==> src/rtl/tdc_event_readout.sv <==
// Event readout FIFO behind a TDC channel: captures timestamp/pulse width per event, clears the TDC,
// and serves each stored event as two 32-bit words. Optional macro TDC_READOUT_MINTOT_FILTER_EN drops short pulses.
module tdc_event_readout #(
    parameter int          DEPTH   = 16,
    parameter logic [31:0] MIN_TOT = 32'd4
) (
    input  logic                       clk,
    input  logic                       reset,
    input  logic                       i_hasEvent,
    input  logic [31:0]                i_timestamp,
    input  logic [31:0]                i_pulseWidth,
    output logic                       o_clear,
    input  logic                       i_rd_en,
    output logic                       o_rd_valid,
    output logic [31:0]                o_rd_data,
    output logic                       o_rd_last,
    output logic [$clog2(DEPTH):0]     o_level,
    output logic [15:0]                o_overflow_cnt
);

    localparam int AW = $clog2(DEPTH);
    localparam int LW = AW + 1;

    typedef enum logic [1:0] {
        IDLE     = 2'd0,
        CLEAR    = 2'd1,
        WAIT_LOW = 2'd2
    } state_t;

    state_t          state_q, state_d;
    logic [AW-1:0]   wr_ptr_q, wr_ptr_d;
    logic [AW-1:0]   rd_ptr_q, rd_ptr_d;
    logic [LW-1:0]   level_q, level_d;
    logic            word_sel_q, word_sel_d;
    logic [15:0]     ovf_q, ovf_d;

    logic [63:0]     fifo_mem [DEPTH];
    logic [63:0]     head_entry;
    logic            wr_en;
    logic            keep_event;
    logic            full;
    logic            pop_word;
    logic            pop_entry;

`ifdef TDC_READOUT_MINTOT_FILTER_EN
    assign keep_event = (i_pulseWidth >= MIN_TOT);
`else
    logic unused_min_tot;
    assign unused_min_tot = ^MIN_TOT;
    assign keep_event     = 1'b1;
`endif

    assign full      = (level_q == LW'(DEPTH));
    assign pop_word  = i_rd_en && (level_q != '0);
    assign pop_entry = pop_word && word_sel_q;

    // Capture FSM: one capture per hasEvent assertion, then a one-cycle clear.
    always_comb begin
        state_d = state_q;
        wr_en   = 1'b0;
        ovf_d   = ovf_q;
        o_clear = 1'b0;
        case (state_q)
            IDLE: begin
                if (i_hasEvent) begin
                    state_d = CLEAR;
                    if (keep_event) begin
                        if (!full) begin
                            wr_en = 1'b1;
                        end else if (ovf_q != 16'hFFFF) begin
                            ovf_d = ovf_q + 16'd1;
                        end
                    end
                end
            end
            CLEAR: begin
                o_clear = 1'b1;
                state_d = WAIT_LOW;
            end
            WAIT_LOW: begin
                if (!i_hasEvent) begin
                    state_d = IDLE;
                end
            end
            default: state_d = IDLE;
        endcase
    end

    always_comb begin
        wr_ptr_d   = wr_ptr_q + AW'(wr_en);
        rd_ptr_d   = rd_ptr_q + AW'(pop_entry);
        level_d    = level_q + LW'(wr_en) - LW'(pop_entry);
        word_sel_d = word_sel_q;
        if (pop_word) begin
            word_sel_d = ~word_sel_q;
        end
    end

    always_ff @(posedge clk or posedge reset) begin
        if (reset) begin
            state_q    <= IDLE;
            wr_ptr_q   <= '0;
            rd_ptr_q   <= '0;
            level_q    <= '0;
            word_sel_q <= 1'b0;
            ovf_q      <= '0;
        end else begin
            state_q    <= state_d;
            wr_ptr_q   <= wr_ptr_d;
            rd_ptr_q   <= rd_ptr_d;
            level_q    <= level_d;
            word_sel_q <= word_sel_d;
            ovf_q      <= ovf_d;
        end
    end

    // Storage needs no reset: pointers and level define which entries are live.
    always_ff @(posedge clk) begin
        if (wr_en) begin
            fifo_mem[wr_ptr_q] <= {i_timestamp, i_pulseWidth};
        end
    end

    assign head_entry     = fifo_mem[rd_ptr_q];
    assign o_rd_valid     = (level_q != '0);
    assign o_rd_last      = word_sel_q;
    assign o_rd_data      = !o_rd_valid ? 32'd0 :
                            (word_sel_q ? head_entry[31:0] : head_entry[63:32]);
    assign o_level        = level_q;
    assign o_overflow_cnt = ovf_q;

endmodule

==> config.mk <==
export PLATFORM = sky130hd
export DESIGN_NAME = tdc_event_readout
export DESIGN_NICKNAME = d
export VERILOG_FILES = /design/src/rtl/tdc_event_readout.sv
export SDC_FILE = /design/constraint.sdc
export NUM_CORES = 1
export LEC_CHECK = 0
export CAP_MARGIN = 0
export CELL_PAD_IN_SITES_DETAIL_PLACEMENT = 1
export CELL_PAD_IN_SITES_GLOBAL_PLACEMENT = 2
export CORE_MARGIN = 1
export CORE_UTILIZATION = 38
export DETAILED_ROUTE_END_ITERATION = 6
export PLACE_DENSITY = 0.73
export SKIP_CTS_REPAIR_TIMING = 1
export SYNTH_ARGS = -nofsm -noshare
export SYNTH_HDL_FRONTEND = slang
export SYNTH_SLANG_ARGS = --single-unit
==> constraint.sdc <==
create_clock -name clk -period 8.2 [get_ports clk]
set_clock_uncertainty 0.1 [all_clocks]
set_input_delay 1.64 -clock clk [delete_from_list [all_inputs] [get_ports clk]]
set_output_delay 1.64 -clock clk [all_outputs]
set_load 0.005 [all_outputs]
==> impl_results.rst, run 1 <==
.. list-table::
   :header-rows: 1

   * - Metric
     - Value
   * - Result of the run
     - finished clean
   * - Number of setup violations in the final report
     - 0
   * - First-pass iteration count of the detailed router
     - 5
   * - DIE WIDTH
     - 330.6 µm
   * - CTS Buf Count
     - between 100 and 150
   * - Total negative setup slack
     - 0 ns
   * - Fraction of synthesis flops using an asynchronous set or reset pin
     - just over 3%
   * - Vias in the first global route
     - around 21000
   * - Final Max Slew Viols
     - 0
   * - Data arrival at the endpoint of the critical path
     - around 4.5 ns
   * - Site row count
     - 120
   * - Clock tree from TritonCTS
     - yes
   * - Most common cell after layout, fill and taps aside
     - sky130_fd_sc_hd__edfxtp_1
   * - Final routed DRC violation total
     - 0
   * - Post-layout nets
     - about 2200
   * - Area delta synth->final
     - 14.97%
   * - Endpoint type of the worst setup path
     - output port
   * - Synthesized area divided by synthesized cell count
     - roughly 21 µm²
   * - Max frequency
     - 0.1609 GHz
   * - Part of the Yosys area used for sequential elements
     - 76.87%
   * - Global route total overflow
     - 0
   * - Starting utilization of the core area
     - 38.34%
   * - Headroom to the max-slew limit
     - between 20% and 30%
   * - P per Cell Area
     - roughly 330 nW/µm²
   * - DR vias
     - 20040
   * - Remaining antenna violation count
     - 0
   * - H-Tree Depth
     - 3
   * - Required time at the worst-slack endpoint
     - 6.46 ns
   * - Clock Sinks
     - approximately 1100
   * - Buffers on Ports
     - ~120
   * - First-pass GRT wire length
     - 146700 µm
   * - Critical Setup Path Class
     - reg2out
   * - Net count of the mapped netlist
     - about 2000
   * - Post-placement cell area
     - between 40000 and 50000 µm²
   * - Critical path peak fanout
     - 61
   * - Antenna violations before repair
     - 10
   * - Number of synthesized flops with an enable pin
     - a little over 1000
   * - Util after Layout
     - between 40 and 50%
   * - RSZ-0062 raised after global routing
     - false
   * - Clock transition at path regs
     - roughly 0.06 ns
   * - Worst min path class
     - reg2reg
   * - Post-DP HPWL
     - 55610 µm
   * - Number of placed I/O pins
     - approximately 120
   * - Die area
     - ~110000 µm²
   * - Final estimated routing congestion in global placement
     - 0.7424
   * - Leakage
     - around 15 nW
   * - Share of post-route cells with drive strength above 1
     - a little over a fifth
   * - Minimum clock period after layout
     - around 6.2 ns
   * - Routed wire length
     - between 100000 and 150000 µm
   * - Buffer cell driving the clock tree root
     - sky130_fd_sc_hd__clkbuf_16
   * - Starting DRC count in detailed routing
     - about 1700
   * - Worst Max-Slew Pin Slew
     - ~1.2 ns
   * - Post-Layout Inst Area
     - 47190 µm²
   * - Largest net degree at the start of global routing
     - 67
   * - Max-cap check violation count
     - 0
   * - Netlist area before placement
     - just over 40000 µm²
   * - Vias per cell
     - between 5 and 6
   * - Total routing resource utilization after global routing
     - 18.57%
   * - Mean routed wirelength per cell
     - between 20 and 30 µm
   * - Post-route insts no fill
     - approximately 3600
   * - Worst vdd rail ir drop
     - ~0.23 mV
   * - Yosys cell types
     - 48
   * - Worst-case clock buffer depth
     - 3
   * - Worst-Skew Late Latency
     - 0.67 ns
   * - Setup slack after layout
     - between 1.5 and 2 ns
   * - Count of final hold-check violations
     - 0
   * - Top library cells by usage in the layout, fill and taps aside
     - 1024 x sky130_fd_sc_hd__edfxtp_1, 204 x sky130_fd_sc_hd__mux4_2, 123 x sky130_fd_sc_hd__clkdlybuf4s50_1, 107 x sky130_fd_sc_hd__clkbuf_16, 106 x sky130_fd_sc_hd__mux2i_1
   * - Number of storage elements in the synthesis netlist
     - approximately 1100
   * - Top_reg_cell synth
     - sky130_fd_sc_hd__edfxtp_1
   * - Cell total after placement
     - 3372
   * - Critical Path Source Type
     - flip-flop
   * - Gate count after technology mapping
     - 1916
   * - Core region area
     - approximately 110000 µm²
   * - Post-Place Worst Slack
     - ~2.6 ns
   * - Post-route clock period utilization
     - between 70 and 80%
   * - Vert. Die Dim
     - between 300 and 400 µm
   * - Yosys warns
     - 0
[layer usage]
metal | up-vias | global-route usage, % | share of wire (%)
met5 | - | 0 | 0.027
met4 | 4 | 5.941 | 2.3
met3 | 153 | 3.186 | 6.4
met2 | 666 | 31.46 | 50
met1 | 10780 | 24.35 | 41
li1 | 8439 | - | -
[where the power goes]
group          switching (mW)  internal (mW)  total [mW]
clock                    2.02           2.55        4.58
combinational            2.48           2.02        4.50
sequential              0.326           6.32        6.64
total                    4.83           10.9        15.7
[cell usage after synthesis (all sizes together), types with 18 or more instances]
| library cell | count | area share (%) |
|---|---|---|
| a22oi | 83 | 1.8 |
| a31oi | 51 | 0.78 |
| and4 | 27 | 0.58 |
| and4b | 25 | 0.61 |
| buf | 72 | 1.3 |
| clkbuf | 50 | 0.48 |
| dfrtp | 32 | 2.0 |
| edfxtp | 1024 | 75 |
| mux2i | 106 | 2.6 |
| mux4 | 204 | 11 |
| nand3 | 46 | 0.56 |
| nand4 | 40 | 0.61 |
| nor2 | 18 | 0.16 |
[layout make-up]
type,count,area [µm²]
timing repair buffer,175,1634
inverter,14,52.55
sequential,1056,31560
fill,9830,59870
multi-input combinational,724,8877
tap,1403,1755
clock inverter,60,449.2
antenna,5,12.51
clock buffer,135,2843
[metrics by stage]
stage	hold WS, ns	total power, mW
6_report	0.4004	15.72
4_1_cts	0.3999	15.92
5_1_grt	0.4106	16.33
3_5_place_dp	0.3920	11.33
2_1_floorplan	0.3648	9.531
3_3_place_gp	0.3798	11.22
[worst max-delay path, cell delays in order (launching register included)]
cell	delay, ns
sky130_fd_sc_hd__dfrtp_4	1.03
sky130_fd_sc_hd__buf_4	0.84
sky130_fd_sc_hd__and3_2	0.34
sky130_fd_sc_hd__buf_4	0.54
sky130_fd_sc_hd__a22oi_1	0.15
sky130_fd_sc_hd__nand4_1	0.29
sky130_fd_sc_hd__clkdlybuf4s50_1	0.58
[sequential cells by signal, summed over array words and instances (netlist names)]
register,count
state_q,2
fifo_mem,1024
o_overflow_cnt,16
rd_ptr_q,4
wr_ptr_q,4
o_rd_last,1
o_level,5
[cells by family after synthesis]
kind of cell	synth area share, %
AND/OR/NAND/NOR	3.305
multiplexers	14.00
adder cells (fa/ha/maj)	0.3841
flip-flops	76.87
XOR/XNOR	0.4268
AO/OA/AOI/OAI	3.158
buffers and inverters	1.857
[final timing paths]
check / from / to / slack (ns) / depth (start not counted)
min in group asynchronous: reset / o_overflow_cnt[8] / 1.27 / 3
max: rd_ptr_q[2] / o_rd_data[31] / 1.99 / 6
max in group asynchronous: reset / rd_ptr_q[0] / 6.35 / 3
max reg2reg: o_level[2] / o_level[4] / 4.37 / 14
min: o_overflow_cnt[10] / o_overflow_cnt[10] / 0.40 / 1
min reg2reg: o_overflow_cnt[10] / o_overflow_cnt[10] / 0.40 / 1
No activity file was read; power rests on OpenSTA's default activity.
==> inputs of run 2 (changes only) <==
==> constraint.sdc (replaced) <==
create_clock -name clk -period 5.9 [get_ports clk]
set_clock_uncertainty 0.1 [all_clocks]
set_input_delay 1.18 -clock clk [delete_from_list [all_inputs] [get_ports clk]]
set_output_delay 1.18 -clock clk [all_outputs]
set_load 0.005 [all_outputs]
==> run 2 against run 1 <==
Critical path depth increased by 2. Sequential cell count unchanged. Clock-buffer cell count decreased by 9. Via count increased by 1.6%. Cell count increased by 0.50%. First-iteration DRC count increased by 6.1%. Die area unchanged. Hold slack improved by 0.0048 ns. Non-clock buffer count increased by 19. Largest power group unchanged. Highest routed layer unchanged.
==> impl_results.rst, run 2 (synthesis gave the netlist of run 1 again) <==
.. list-table::
   :header-rows: 1

   * - Metric
     - Value
   * - Biggest register
     - fifo_mem
   * - Post-DP HPWL
     - 57240 µm (+2.9%)
   * - Vert. Die Dim
     - 330.6 µm (unchanged)
   * - Critical path peak fanout
     - 37 (-39%)
   * - Endpoint type of the worst setup path
     - output port
   * - Worst-case clock buffer depth
     - 3 (unchanged)
   * - Vias in the first global route
     - 22100 (+2.9%)
   * - Clock transition at path regs
     - 0.06 ns (about the same)
   * - Max-cap check violation count
     - 0 (unchanged)
   * - Required time at the worst-slack endpoint
     - 4.62 ns (-1.84 ns)
   * - Critical Path Source Type
     - flip-flop
   * - Largest net degree at the start of global routing
     - 92 (+37%)
   * - Number of setup violations in the final report
     - 0 (unchanged)
   * - Util after Layout
     - 44.50% (+0.42 points)
   * - Routed wire length
     - 103900 µm (+2.5%)
   * - Final routed DRC violation total
     - 0 (unchanged)
   * - Minimum clock period after layout
     - 5.355 ns
   * - Buffer cell driving the clock tree root
     - sky130_fd_sc_hd__clkbuf_16
   * - Starting DRC count in detailed routing
     - 1781 (+6.1%)
   * - Worst Max-Slew Pin Slew
     - 1.182 ns (-0.001950 ns)
   * - Final Max Slew Viols
     - 0 (unchanged)
   * - Headroom to the max-slew limit
     - 20.50% (-0.60 points)
   * - Die area
     - 109300 µm² (unchanged)
   * - Clock tree from TritonCTS
     - yes
   * - Most common cell after layout, fill and taps aside
     - sky130_fd_sc_hd__edfxtp_1
   * - Register cell area after layout
     - 31560 µm² (unchanged)
   * - Total routing resource utilization after global routing
     - 19.22% (+0.65 points)
   * - CTS Buf Count
     - 107 (+0.94%)
   * - Leakage
     - 15.22 nW (+1.4%)
   * - Worst min path class
     - reg2reg
   * - Mean routed wirelength per cell
     - 28.93 µm (+2.0%)
   * - H-Tree Depth
     - 3 (unchanged)
   * - Antenna violations before repair
     - 9 (-1)
   * - DR vias
     - 20370 (+1.6%)
   * - Total power consumption of the routed design
     - 22.30 mW (+42%)
   * - Number of placed I/O pins
     - 124 (unchanged)
   * - Top library cells by usage in the layout, fill and taps aside
     - 1024 x sky130_fd_sc_hd__edfxtp_1, 204 x sky130_fd_sc_hd__mux4_2, 123 x sky130_fd_sc_hd__clkdlybuf4s50_1, 107 x sky130_fd_sc_hd__clkbuf_16, 106 x sky130_fd_sc_hd__mux2i_1
   * - Final estimated routing congestion in global placement
     - 0.7515 (+1.2%)
   * - Vias per cell
     - 5.673 (+1.1%)
   * - Multi-input gate area
     - 8907 µm² (+0.34%)
   * - Post-Place Worst Slack
     - 1.243 ns (-1.394 ns)
   * - Filler cell count in the final layout
     - 9834 (+0.041%)
   * - First-pass iteration count of the detailed router
     - 5 (unchanged)
   * - Max frequency
     - approximately 0.19 GHz
   * - Result of the run
     - finished clean
   * - Remaining antenna violation count
     - 0 (unchanged)
   * - Data arrival at the endpoint of the critical path
     - 4.08 ns (-0.39 ns)
   * - Starting utilization of the core area
     - 38.34% (unchanged)
   * - Total negative setup slack
     - 0 ns (unchanged)
   * - Site row count
     - 120 (unchanged)
   * - P per Cell Area
     - 468.2 nW/µm² (+41%)
   * - Critical Setup Path Class
     - reg2out
   * - Global route total overflow
     - 0 (unchanged)
   * - Max FFs per register
     - 1024 (unchanged)
   * - Core region area
     - 107100 µm² (unchanged)
   * - Worst vdd rail ir drop
     - 0.4346 mV (+92%)
   * - RSZ-0062 raised after global routing
     - false
   * - DIE WIDTH
     - 330.6 µm (unchanged)
   * - First-pass GRT wire length
     - 151900 µm (+3.5%)
   * - Clock Sinks
     - 1056 (unchanged)
   * - Share of post-route cells with drive strength above 1
     - 22.69% (+0.74 points)
   * - Post-layout nets
     - 2177 (+0.93%)
   * - Area delta synth->final
     - 16.07%
   * - Count of final hold-check violations
     - 0 (unchanged)
   * - Buffers on Ports
     - 123 (unchanged)
   * - Post-route clock period utilization
     - approximately nine tenths
   * - Worst-Skew Late Latency
     - 0.67 ns (about the same)
   * - Setup slack after layout
     - 0.5446 ns (-1.442 ns)
[run 2: changes by cell type in the layout (fill, tap and decap cells not counted), moves of 3 or more]
cell,delta
sky130_fd_sc_hd__bufinv_16,+7
sky130_fd_sc_hd__nor3_2,-4
sky130_fd_sc_hd__nor3_4,+4
sky130_fd_sc_hd__diode_2,-4
sky130_fd_sc_hd__clkbuf_8,-6
sky130_fd_sc_hd__clkbuf_1,-3
sky130_fd_sc_hd__buf_12,+12
sky130_fd_sc_hd__buf_4,+7
sky130_fd_sc_hd__clkinv_1,+4
[run 2: worst max-delay path: stages (launching register included)]
cell and delay [ns]:
sky130_fd_sc_hd__dfrtp_1 0.38, sky130_fd_sc_hd__inv_1 0.07, sky130_fd_sc_hd__ha_1 0.20, sky130_fd_sc_hd__or4b_4 0.54, sky130_fd_sc_hd__and2_2 0.84, sky130_fd_sc_hd__buf_4 0.41
sky130_fd_sc_hd__a31oi_1 0.14, sky130_fd_sc_hd__nand4_1 0.25, sky130_fd_sc_hd__clkdlybuf4s50_1 0.54
[run 2: final timing paths]
kind | slack (ns) | to | start | depth (start not counted)
setup / recovery | 0.54 | o_rd_data[29] | o_level[2] | 8
hold / removal | 0.41 | o_overflow_cnt[10] | o_overflow_cnt[10] | 1
setup reg to reg | 2.48 | o_level[4] | o_level[2] | 13
hold reg to reg | 0.41 | o_overflow_cnt[10] | o_overflow_cnt[10] | 1
max in group asynchronous | 4.50 | rd_ptr_q[1] | reset | 3
min in group asynchronous | 0.84 | o_overflow_cnt[4] | reset | 3
[run 2: layout make-up]
class | instances | area share, %
well taps | 1403 | 3.685
clock buffers | 126 | 5.770
multi-input cells | 724 | 18.70
inverters | 14 | 0.1103
clock inverters | 72 | 1.434
diodes | 1 | 0.005253
repair buffers | 194 | 4.045
flip-flops and latches | 1056 | 66.25
[run 2: layer usage]
metal | global-route usage, % | share of wire (%)
met1 | 25.47 | 42
met2 | 32.70 | 50
met3 | 3.432 | 6.1
met4 | 4.969 | 1.9
met5 | 0 | 0.10
[run 2: through the flow]
step,hold WS (ns),std cells,cell area (µm²)
detailed placement,0.3970,3391,44200
finish,0.4052,3590,47640
global placement,0.3898,3391,44200
floorplan,0.3648,1916,41060
global route,0.4255,3589,47640
CTS,0.4097,3589,47640
[run 2: where the power goes]
part / switching (mW) / leakage, nW / internal (mW)
Clock: 2.85 / 1.67 / 3.78
Combinational: 3.59 / 3.93 / 2.91
Sequential: 0.401 / 9.62 / 8.78
Total: 6.84 / 15.2 / 15.5
==> inputs of run 3 (changes only) <==
--- a/config.mk
+++ b/config.mk
@@ -12,6 +12,7 @@
 export CORE_UTILIZATION = 38
 export DETAILED_ROUTE_END_ITERATION = 6
 export PLACE_DENSITY = 0.73
+export SETUP_SLACK_MARGIN = 0.1
 export SKIP_CTS_REPAIR_TIMING = 1
 export SYNTH_ARGS = -nofsm -noshare
 export SYNTH_HDL_FRONTEND = slang
==> constraint.sdc (replaced) <==
create_clock -name clk -period 6.4 [get_ports clk]
set_clock_uncertainty 0.1 [all_clocks]
set_input_delay 1.28 -clock clk [delete_from_list [all_inputs] [get_ports clk]]
set_output_delay 1.28 -clock clk [all_outputs]
set_load 0.005 [all_outputs]
==> run 3 against run 2 <==
Critical path depth is the same. Setup slack better by 0.056 ns. Core utilization shrank 0.10 points. Cell count is 0.17% lower. Critical endpoint is now o_rd_data[0]. Largest cell class unchanged.
==> impl_results.rst, run 3 (synthesis gave the netlist of run 1 again) <==
.. list-table::
   :header-rows: 1

   * - Metric
     - Value
   * - Endpoint type of the worst setup path
     - output port
   * - Source of the worst register-to-register timing path
     - o_level[2]
   * - Setup slack on the worst flop-to-flop path
     - 2.94 ns (+0.46 ns)
   * - First-pass GRT wire length
     - 149600 µm (-1.5%)
   * - Critical path peak fanout
     - 51 (+38%)
   * - Core region area
     - 107100 µm² (unchanged)
   * - Clock tree from TritonCTS
     - yes
   * - Total routing resource utilization after global routing
     - 18.96% (-0.26 points)
   * - Final Max Slew Viols
     - 0 (unchanged)
   * - Clock share of power
     - 29.8% (about the same)
   * - Switching share of total power
     - 30.44% (-0.23 points)
   * - Top library cells by usage in the layout, fill and taps aside
     - 1024 x sky130_fd_sc_hd__edfxtp_1, 204 x sky130_fd_sc_hd__mux4_2, 123 x sky130_fd_sc_hd__clkdlybuf4s50_1, 114 x sky130_fd_sc_hd__clkbuf_16, 106 x sky130_fd_sc_hd__mux2i_1
   * - P per Cell Area
     - 431.6 nW/µm² (-7.8%)
   * - First-pass iteration count of the detailed router
     - 7 (+2)
   * - Hold slack
     - 0.4013 ns (-0.003933 ns)
   * - Worst-Skew Late Latency
     - 0.69 ns (+0.02 ns)
   * - Cells on Worst Hold Path
     - 1 (unchanged)
   * - Endpoint of the most critical register-to-register path
     - o_level[4]
   * - Internal power component
     - 14.27 mW (-7.7%)
   * - Total negative setup slack
     - 0 ns (unchanged)
   * - Most common cell after layout, fill and taps aside
     - sky130_fd_sc_hd__edfxtp_1
   * - Clock transition at path regs
     - 0.06 ns (about the same)
   * - H-Tree Depth
     - 3 (unchanged)
   * - Critical Path Source Type
     - flip-flop
   * - Count of final hold-check violations
     - 0 (unchanged)
   * - Global route total overflow
     - 0 (unchanged)
   * - Mean routed wirelength per cell
     - 28.64 µm (-0.99%)
   * - Worst-case clock buffer depth
     - 3 (unchanged)
   * - CTS Buf Count
     - 111 (+3.7%)
   * - Starting DRC count in detailed routing
     - 1750 (-1.7%)
   * - Result of the run
     - finished clean
   * - Clock Sinks
     - 1056 (unchanged)
   * - Cells traversed along the worst timing path
     - inv_1, ha_1, or4b_4, buf_4, and3_4, a22oi_1, nand4_1, clkdlybuf4s50_1
   * - Leakage
     - 15.17 nW (-0.30%)
   * - RSZ-0062 raised after global routing
     - false
   * - Post-route clock period utilization
     - between 90% and 100%
   * - Largest net degree at the start of global routing
     - 55 (-40%)
   * - Die area
     - 109300 µm² (unchanged)
   * - Antenna violations before repair
     - 9 (unchanged)
   * - Portion of total power attributed to combinational logic
     - 28.8% (-0.3 points)
   * - Starting utilization of the core area
     - 38.34% (unchanged)
   * - Vert. Die Dim
     - 330.6 µm (unchanged)
   * - Critical Setup Path Class
     - reg2out
   * - Filler cell count in the final layout
     - 9806 (-0.28%)
   * - Capture point of the critical path
     - o_rd_data[0]
   * - Vias per cell
     - 5.559 (-2.0%)
   * - Routed wire length
     - 102700 µm (-1.2%)
   * - Share of post-route cells with drive strength above 1
     - 22.31% (-0.38 points)
   * - Biggest register
     - fifo_mem
   * - Longest individual stage delay on the worst path
     - 0.77 ns (-0.07 ns)
   * - Worst setup path startpoint
     - o_level[2]
   * - Max frequency
     - roughly 0.17 GHz
   * - DR vias
     - 19930 (-2.2%)
   * - Headroom to the max-slew limit
     - 17.89% (-2.6 points)
   * - Buffers on Ports
     - 123 (unchanged)
   * - Net switching power of the design
     - 6.244 mW (-8.7%)
   * - Slowest cell on the critical path
     - sky130_fd_sc_hd__and3_4
   * - Remaining antenna violation count
     - 0 (unchanged)
   * - Number of placed I/O pins
     - 124 (unchanged)
   * - Data arrival at the endpoint of the critical path
     - 4.42 ns (+0.34 ns)
   * - Post-layout nets
     - 2172 (-0.23%)
   * - Worst min path class
     - reg2reg
   * - Minimum clock period after layout
     - around 5.8 ns
   * - Number of setup violations in the final report
     - 0 (unchanged)
   * - Vias in the first global route
     - 21980 (-0.58%)
   * - Worst Max-Slew Pin Slew
     - 1.232 ns (+0.04998 ns)
   * - Logic depth of the worst register-to-register path
     - 13 (unchanged)
   * - Post-route insts no fill
     - 3584 (-0.17%)
   * - Sequential cell fraction of total power
     - 41.4% (+0.2 points)
   * - Post-DP HPWL
     - 56240 µm (-1.7%)
   * - Cell total after placement
     - 3382 (-0.27%)
   * - DIE WIDTH
     - 330.6 µm (unchanged)
   * - Worst vdd rail ir drop
     - 0.3027 mV (-30%)
   * - Buffer cell driving the clock tree root
     - sky130_fd_sc_hd__clkbuf_16
   * - Site row count
     - 120 (unchanged)
   * - Max-cap check violation count
     - 0 (unchanged)
   * - Required time at the worst-slack endpoint
     - 5.02 ns (+0.40 ns)
   * - Max FFs per register
     - 1024 (unchanged)
   * - Final estimated routing congestion in global placement
     - 0.7461 (-0.72%)
   * - Final routed DRC violation total
     - 0 (unchanged)
   * - Area delta synth->final
     - 15.80%
[run 3: cell count changes in the layout (fill, tap and decap cells not counted), sizes merged]
cell      change
diode         +2
bufinv        -4
buf           -9
clkbuf       +15
clkinvlp      -2
clkinv        -8
[run 3: per-stage QoR]
stage          power (mW)  instance area [µm²]  utilization [%]  worst slack [ns]
6_report            20.51                47530            44.40            0.6006
5_1_grt             21.31                47520            44.39            0.4507
3_3_place_gp        14.56                44090            41.18             1.375
4_1_cts             20.77                47520            44.39            0.5987
3_5_place_dp        14.66                44090            41.18             1.344
2_1_floorplan       12.21                41060                -             1.031
[run 3: worst min-delay path by stage]
stage | startpoint | to | slack [ns]
2_1_floorplan | state_q[0] | state_q[0] | 0.36
3_3_place_gp | o_overflow_cnt[10] | o_overflow_cnt[10] | 0.39
3_5_place_dp | o_overflow_cnt[13] | o_overflow_cnt[13] | 0.39
4_1_cts | o_overflow_cnt[13] | o_overflow_cnt[13] | 0.41
5_1_grt | o_overflow_cnt[13] | o_overflow_cnt[13] | 0.43
6_report | o_overflow_cnt[13] | o_overflow_cnt[13] | 0.40
[run 3: power groups by stage]
stage	Combinational (mW)	Sequential [mW]	Clock (mW)
6_report	5.91	8.50	6.11
5_1_grt	6.31	8.56	6.44
4_1_cts	6.04	8.52	6.21
3_5_place_dp	6.01	8.66	0
3_3_place_gp	5.94	8.62	0
2_1_floorplan	3.85	8.36	0
[run 3: cell type report]
class / instances / area, µm² / area share, %
multi-input combinational: 724 / 8907 / 18.74
sequential: 1056 / 31560 / 66.41
clock inverter: 58 / 449.2 / 0.9451
antenna: 3 / 7.507 / 0.01580
tap: 1403 / 1755 / 3.694
inverter: 14 / 52.55 / 0.1106
timing repair buffer: 185 / 1809 / 3.807
clock buffer: 141 / 2984 / 6.279
[run 3: worst max-delay path, delay by kind of cell (launching register included)]
kind	cells	cell delay, ns
compound gates	1	0.20
fa+ha+maj	1	0.20
flops	1	0.39
buf+inv	3	1.17
simple gates	3	1.72
[run 3: layer usage]
layer | track usage [%] | up-vias | part of all wire, %
li1 | - | 8469 | -
met1 | 24.36 | 10770 | 41
met2 | 32.77 | 528 | 51
met3 | 3.444 | 153 | 5.1
met4 | 5.530 | 6 | 2.4
met5 | 0 | - | 0.034
==> RTL edit 1 (config.mk and constraints of run 2) <==
Encoding of `state_t`: now one-hot (3 bits for 3 states).
--- a/src/rtl/tdc_event_readout.sv
+++ b/src/rtl/tdc_event_readout.sv
@@ -21,10 +21,10 @@
     localparam int AW = $clog2(DEPTH);
     localparam int LW = AW + 1;
 
-    typedef enum logic [1:0] {
-        IDLE     = 2'd0,
-        CLEAR    = 2'd1,
-        WAIT_LOW = 2'd2
+    typedef enum logic [2:0] {
+        IDLE     = 3'b001,
+        CLEAR    = 3'b010,
+        WAIT_LOW = 3'b100
     } state_t;
 
     state_t          state_q, state_d;
Check against the original RTL: no difference found for any inputs over 4 cycles, from zero or initial values and one cycle with reset high; so few cycles prove little.
==> RTL edit 1 against run 2 <==
Sequential cell count up 1. Total power hardly changed. Non-clock buffer count fell by 3. Setup slack lost 0.062 ns. Routed wire length up 2.5%. Count of clock-buffer cells in the layout up 9. Via count is 0.20% higher. Final area decreased by 0.17%. Synthesized area shrank 0.36%. Sequential power barely moved. Critical path type unchanged.
==> RTL edit 1: results (changes against run 2) <==
| Metric | Value |
|---|---|
| DR pass1 iterations | `5 (unchanged)` |
| Placed inst area | `0.04422 mm^2 (was 0.04420 mm^2)` |
| Mean Syn Cell Area | `21.00 um^2 (was 21.42 um^2)` |
| Total global-route track usage | `19.71% (was 19.22%)` |
| Worst-margin pin slew | `1.206 ns (was 1.182 ns)` |
| Worst-path clk slew | `0.06 ns (about the same)` |
| Critical Path Fanout Max | `30 (was 37)` |
| CTS Buffer Depth | `3 (unchanged)` |
| Post-synthesis sequential area ratio | `77.21% (was 76.87%)` |
| Post-DP HPWL | `59410 um (was 57240 um)` |
| 1st-iter DRT viols | `1828 (was 1781)` |
| Met1 Resource Use GR | `26.70% (was 25.47%)` |
| Drt total wl | `106500 um (was 103900 um)` |
| H-tree Lvls | `3 (unchanged)` |
| Status | `complete, no violations (unchanged)` |
| Largest net degree at the start of global routing | `72 (was 92)` |
| EDFF count, synth | `1024 (unchanged)` |
| Yosys cell types | `52 (was 48)` |
| Worst vdd ir | `0.2683 mV (was 0.4346 mV)` |
| Leakage power | `15.15 nW (was 15.22 nW)` |
| Reg with most FFs | `fifo_mem (unchanged)` |
| Synth Net Count | `2027 (was 1996)` |
| Critical-path top delay cell | `or4b_4 (was and2_2)` |
| Worst-skew pair later-pin latency | `0.65 ns (was 0.67 ns)` |
| Root Driver | `clkbuf_16 (unchanged)` |
| Data arrival, critical path | `4.14 ns (was 4.08 ns)` |
| Ranking of synthesized cells by area | `edfxtp_1 75%, mux4_2 12%, mux2i_1 2.5% (was edfxtp_1 75%, mux4_2 11%, mux2i_1 2.6%)` |
| PortBufs | `123 (unchanged)` |
| Synth warn | `0 (unchanged)` |
| Vias in the first global route | `21732 (was 22103)` |
| Initial antenna violation count | `11 (was 9)` |
| DP Worst Slack | `1.191 ns (was 1.243 ns)` |
| Placed insts | `3413 (was 3391)` |
| Max reg flops | `1024 (unchanged)` |
| Layout net count | `2213 (was 2177)` |
| Layout cells sized above 1 | `21.79% (was 22.69%)` |
| Worst path max stage delay | `0.73 ns (was 0.84 ns)` |
| First-pass GRT wire length | `154100 um (was 151900 um)` |
| Worst Hold Class | `flip-flop to flip-flop (unchanged)` |
| Post-synth top cells | `1024 x edfxtp_1, 210 x mux4_2, 102 x mux2i_1 (was 1024 x edfxtp_1, 204 x mux4_2, 106 x mux2i_1)` |
| Met2 usage | `32.59% (was 32.70%)` |
| GR peak layer | `met2 (unchanged)` |
| Top_reg_cell synth | `edfxtp_1 (unchanged)` |
| RePlAce Congestion | `0.7505 (was 0.7515)` |
| M3 GR Usage | `3.945% (was 3.432%)` |
| Ys async rst share | `3.122% (was 3.030%)` |
| TritonCTS Buffers | `109 (was 107)` |
| Wire length per cell | `29.47 um (was 28.93 um)` |
| Number of vias per cell | `5.647 (was 5.673)` |
RTL edit 1: cell count changes after synthesis, sizes merged, moves of 7 or more:
cell and change:
o221ai +9, buf -13, or3 +10, inv +14, o221a +22, and4 -26, nand3 +13, nand2 +38
a31oi -50, a22oi -15, o21ai +17, clkbuf +7, nand4 +36, and4b -25
RTL edit 1: layout make-up:
type                    count  area (um^2)
clock buffers             135         2867
inverters                  28        105.1
fillers                  9840        58460
well taps                1391         1740
flip-flops and latches   1057        31590
multi-input cells         746         8758
repair buffers            191         2029
diodes                      2        5.005
clock inverters            64        462.9
RTL edit 1: final timing paths:
kind | startpoint | end | slack (ns) | cells after the start
max | o_level[3] | o_rd_data[14] | 0.48 | 8
min | o_overflow_cnt[15] | o_overflow_cnt[15] | 0.42 | 1
max reg2reg | o_level[3] | o_level[4] | 2.44 | 12
min reg2reg | o_overflow_cnt[15] | o_overflow_cnt[15] | 0.42 | 1
max in group asynchronous | reset | state_q[0] | 4.51 | 3
min in group asynchronous | reset | rd_ptr_q[1] | 0.82 | 3
RTL edit 1: report_power, final:
group,switching [mW],internal (mW)
clock,2.84,3.61
combinational,3.66,2.97
sequential,0.412,8.79
total,6.91,15.4
RTL edit 1: routing by layer:
| metal | part of all wire, % | routed length [um] | up-vias |
|---|---|---|---|
| met5 | 0.085 | 90 | - |
| met4 | 2.1 | 2256 | 14 |
| met3 | 6.8 | 7268 | 151 |
| met2 | 49 | 52510 | 690 |
| met1 | 42 | 44370 | 11012 |
| li1 | - | - | 8540 |
RTL edit 1: worst max-delay path: cells and delay by family, from the launching register on:
family | cells | cell delay [ns]
AO/OA/AOI/OAI | 1 | 0.24
adder cells (fa/ha/maj) | 1 | 0.17
buffers and inverters | 3 | 1.06
flip-flops | 1 | 0.41
AND/OR/NAND/NOR | 3 | 1.54
RTL edit 1: cells by family (layout without fill, tap and decap cells):
logic type,count (synthesis),count (layout),share of synthesized area (%)
xor+xnor,21,21,0.4497
fa+ha+maj,12,12,0.3855
compound gates,126,126,2.408
flops,1057,1057,77.21
other cells,0,2,0
buf+inv,144,418,1.765
simple gates,273,273,3.665
mux,314,314,14.12
RTL edit 1: through the flow:
step | utilization, % | total power [mW]
final | 44.86 | 22.29
after detailed placement | 41.71 | 16.05
after floorplan | - | 13.26
after global routing | 44.86 | 23.13
after CTS | 44.85 | 22.54
after global placement | 41.71 | 15.94
==> RTL edit 2 (config.mk and constraints of run 2) <==
Without the edit above. The parameter `DEPTH` goes from 16 to 8.
--- a/src/rtl/tdc_event_readout.sv
+++ b/src/rtl/tdc_event_readout.sv
@@ -1,7 +1,7 @@
 // Event readout FIFO behind a TDC channel: captures timestamp/pulse width per event, clears the TDC,
 // and serves each stored event as two 32-bit words. Optional macro TDC_READOUT_MINTOT_FILTER_EN drops short pulses.
 module tdc_event_readout #(
-    parameter int          DEPTH   = 16,
+    parameter int          DEPTH   = 8,
     parameter logic [31:0] MIN_TOT = 32'd4
 ) (
     input  logic                       clk,
Interface: changed (resized o_level); port bits go from 124 to 123. The function was not compared with the original's and may differ.
==> RTL edit 2 against run 2 <==
Sequential cell count shrank 515. Setup slack gained 0.66 ns. Critical path depth shrank 3. Total power shrank 47%. Sequential power shrank 46%. Synthesized area shrank 49%. Final area shrank 48%. Routed wire length shrank 56%. Critical path type unchanged. Largest power group unchanged.
==> RTL edit 2: results (changes against run 2) <==
| Metric | Value |
|---|---|
| Ys async rst share | `5.360% (was 3.030%)` |
| Worst reg-to-reg path cell count | `5 (was 13)` |
| Max-slew headroom | `27.20% (was 20.50%)` |
| Worst R2R Setup Slack | `2.74 ns (was 2.48 ns)` |
| Initial antenna violation count | `1 (was 9)` |
| 1st-iter DRT viols | `606 (was 1781)` |
| Vias post-DR | `9748 (was 20367)` |
| EDFF count, synth | `512 (was 1024)` |
| FF-to-FF Start | `state_q[0] (was o_level[2])` |
| Worst-skew pair later-pin latency | `0.60 ns (was 0.67 ns)` |
| Ranking of synthesized cells by area | `edfxtp_1 74%, mux4_2 14%, dfrtp_1 3.5% (was edfxtp_1 75%, mux4_2 11%, mux2i_1 2.6%)` |
| First-pass GRT wire length | `68240 um (was 151900 um)` |
| Post-DP HPWL | `25850 um (was 57240 um)` |
| H-tree Lvls | `2 (was 3)` |
| Worst path max stage delay | `0.91 ns (was 0.84 ns)` |
| Layout net count | `1158 (was 2177)` |
| Worst Hold Class | `flip-flop to flip-flop (unchanged)` |
| Post-synthesis sequential area ratio | `77.33% (was 76.87%)` |
| RePlAce Congestion | `0.7387 (was 0.7515)` |
| CTS Buffer Depth | `3 (unchanged)` |
| Leakage power | `8.057 nW (was 15.22 nW)` |
| Synth Net Count | `996 (was 1996)` |
| Worst r2r dst | `fifo_mem[6][16] (was o_level[4])` |
| Largest net degree at the start of global routing | `54 (was 92)` |
| Hold path endpoint | `o_overflow_cnt[10] (unchanged)` |
| DR pass1 iterations | `5 (unchanged)` |
| Max reg flops | `512 (was 1024)` |
| Data arrival, critical path | `3.42 ns (was 4.08 ns)` |
| Vias in the first global route | `10659 (was 22103)` |
| Critical-path top delay cell | `dfrtp_4 (was and2_2)` |
| DP Worst Slack | `1.377 ns (was 1.243 ns)` |
| Critical Path Fanout Max | `42 (was 37)` |
| Status | `complete, no violations (unchanged)` |
| CP delay by family, top | `flip-flops (was simple AND/OR/NAND/NOR gates)` |
| Switching Share | `28.71% (was 30.67%)` |
| Post-synth top cells | `512 x edfxtp_1, 128 x mux4_2, 64 x mux2i_1 (was 1024 x edfxtp_1, 204 x mux4_2, 106 x mux2i_1)` |
| Yosys cell types | `37 (was 48)` |
| Worst vdd ir | `0.2582 mV (was 0.4346 mV)` |
| Hold Crit Depth | `1 (unchanged)` |
| Layout cells sized above 1 | `22.26% (was 22.69%)` |
| Root Driver | `clkbuf_16 (unchanged)` |
| TritonCTS Buffers | `55 (was 107)` |
| Total global-route track usage | `16.52% (was 19.22%)` |
| PortBufs | `122 (was 123)` |
| Wire length per cell | `24.87 um (was 28.93 um)` |
==> RTL edit 2: worst max path at each step <==
stage,startpoint,to,slack [ns],cells past startpoint
after detailed placement,i_hasEvent,fifo_mem[6][16],1.38,6
after CTS,rd_ptr_q[1],o_rd_data[1],1.10,5
after global routing,o_level[1],o_rd_data[31],0.98,5
final,rd_ptr_q[1],o_rd_data[30],1.20,5
after global placement,i_hasEvent,fifo_mem[6][9],1.42,6
after floorplan,i_hasEvent,fifo_mem[7][0],0.57,4
==> RTL edit 2: layer usage <==
layer | GRT usage (%) | up-vias | wire (um)
li1 | - | 4194 | -
met1 | 22.32 | 5255 | 19670
met2 | 27.57 | 233 | 22710
met3 | 2.528 | 66 | 1906
met4 | 5.229 | 0 | 980
met5 | 0 | - | 0
==> RTL edit 2: worst reg2reg max path, stage by stage, from the launching register on <==
cell and delay (ns):
dfrtp_1 0.40, or3b_2 0.52, a21oi_1 0.37, nand2b_1 0.34, nor2_4 0.56, buf_4 0.52
==> RTL edit 2: stage by stage <==
step	utilization, %	total power, mW	hold slack [ns]	area, um^2	instances
after floorplan	-	7.080	0.3731	20830	916
after global placement	42.78	8.505	0.3788	23110	1717
after detailed placement	42.78	8.561	0.3868	23110	1717
after CTS	46.07	12.04	0.4000	24890	1819
after global routing	46.07	12.36	0.4099	24890	1819
final	46.07	11.84	0.3979	24890	1820
==> RTL edit 2: power groups by stage <==
stage                     combinational [mW]  sequential, mW  clock [mW]
after floorplan                         2.23            4.85           0
after global placement                  3.46            5.05           0
after detailed placement                3.48            5.08           0
after CTS                               3.51            5.00        3.53
after global routing                    3.68            5.04        3.64
final                                   3.43            4.98        3.43
==> RTL edit 2: final cells by class <==
class                   instances  area [um^2]
fillers                      4915        29130
flip-flops and latches        541        16110
multi-input cells             320         4544
repair buffers                148         1541
clock buffers                  67         1443
well taps                     696        870.8
clock inverters                35        334.1
inverters                      12        45.04
diodes                          1        2.502
==> RTL edit 2: kinds of logic (layout without fill, tap and decap cells) <==
| group | count (synthesis) | after routing | share of synthesized area [%] |
|---|---|---|---|
| flip-flops | 541 | 541 | 77.33 |
| XOR/XNOR | 20 | 20 | 0.8414 |
| other | 0 | 1 | 0 |
| AO/OA/AOI/OAI | 41 | 41 | 1.244 |
| buffers and inverters | 55 | 262 | 1.190 |
| multiplexers | 193 | 193 | 16.98 |
| AND/OR/NAND/NOR | 54 | 54 | 1.659 |
| adder cells (fa/ha/maj) | 12 | 12 | 0.7572 |
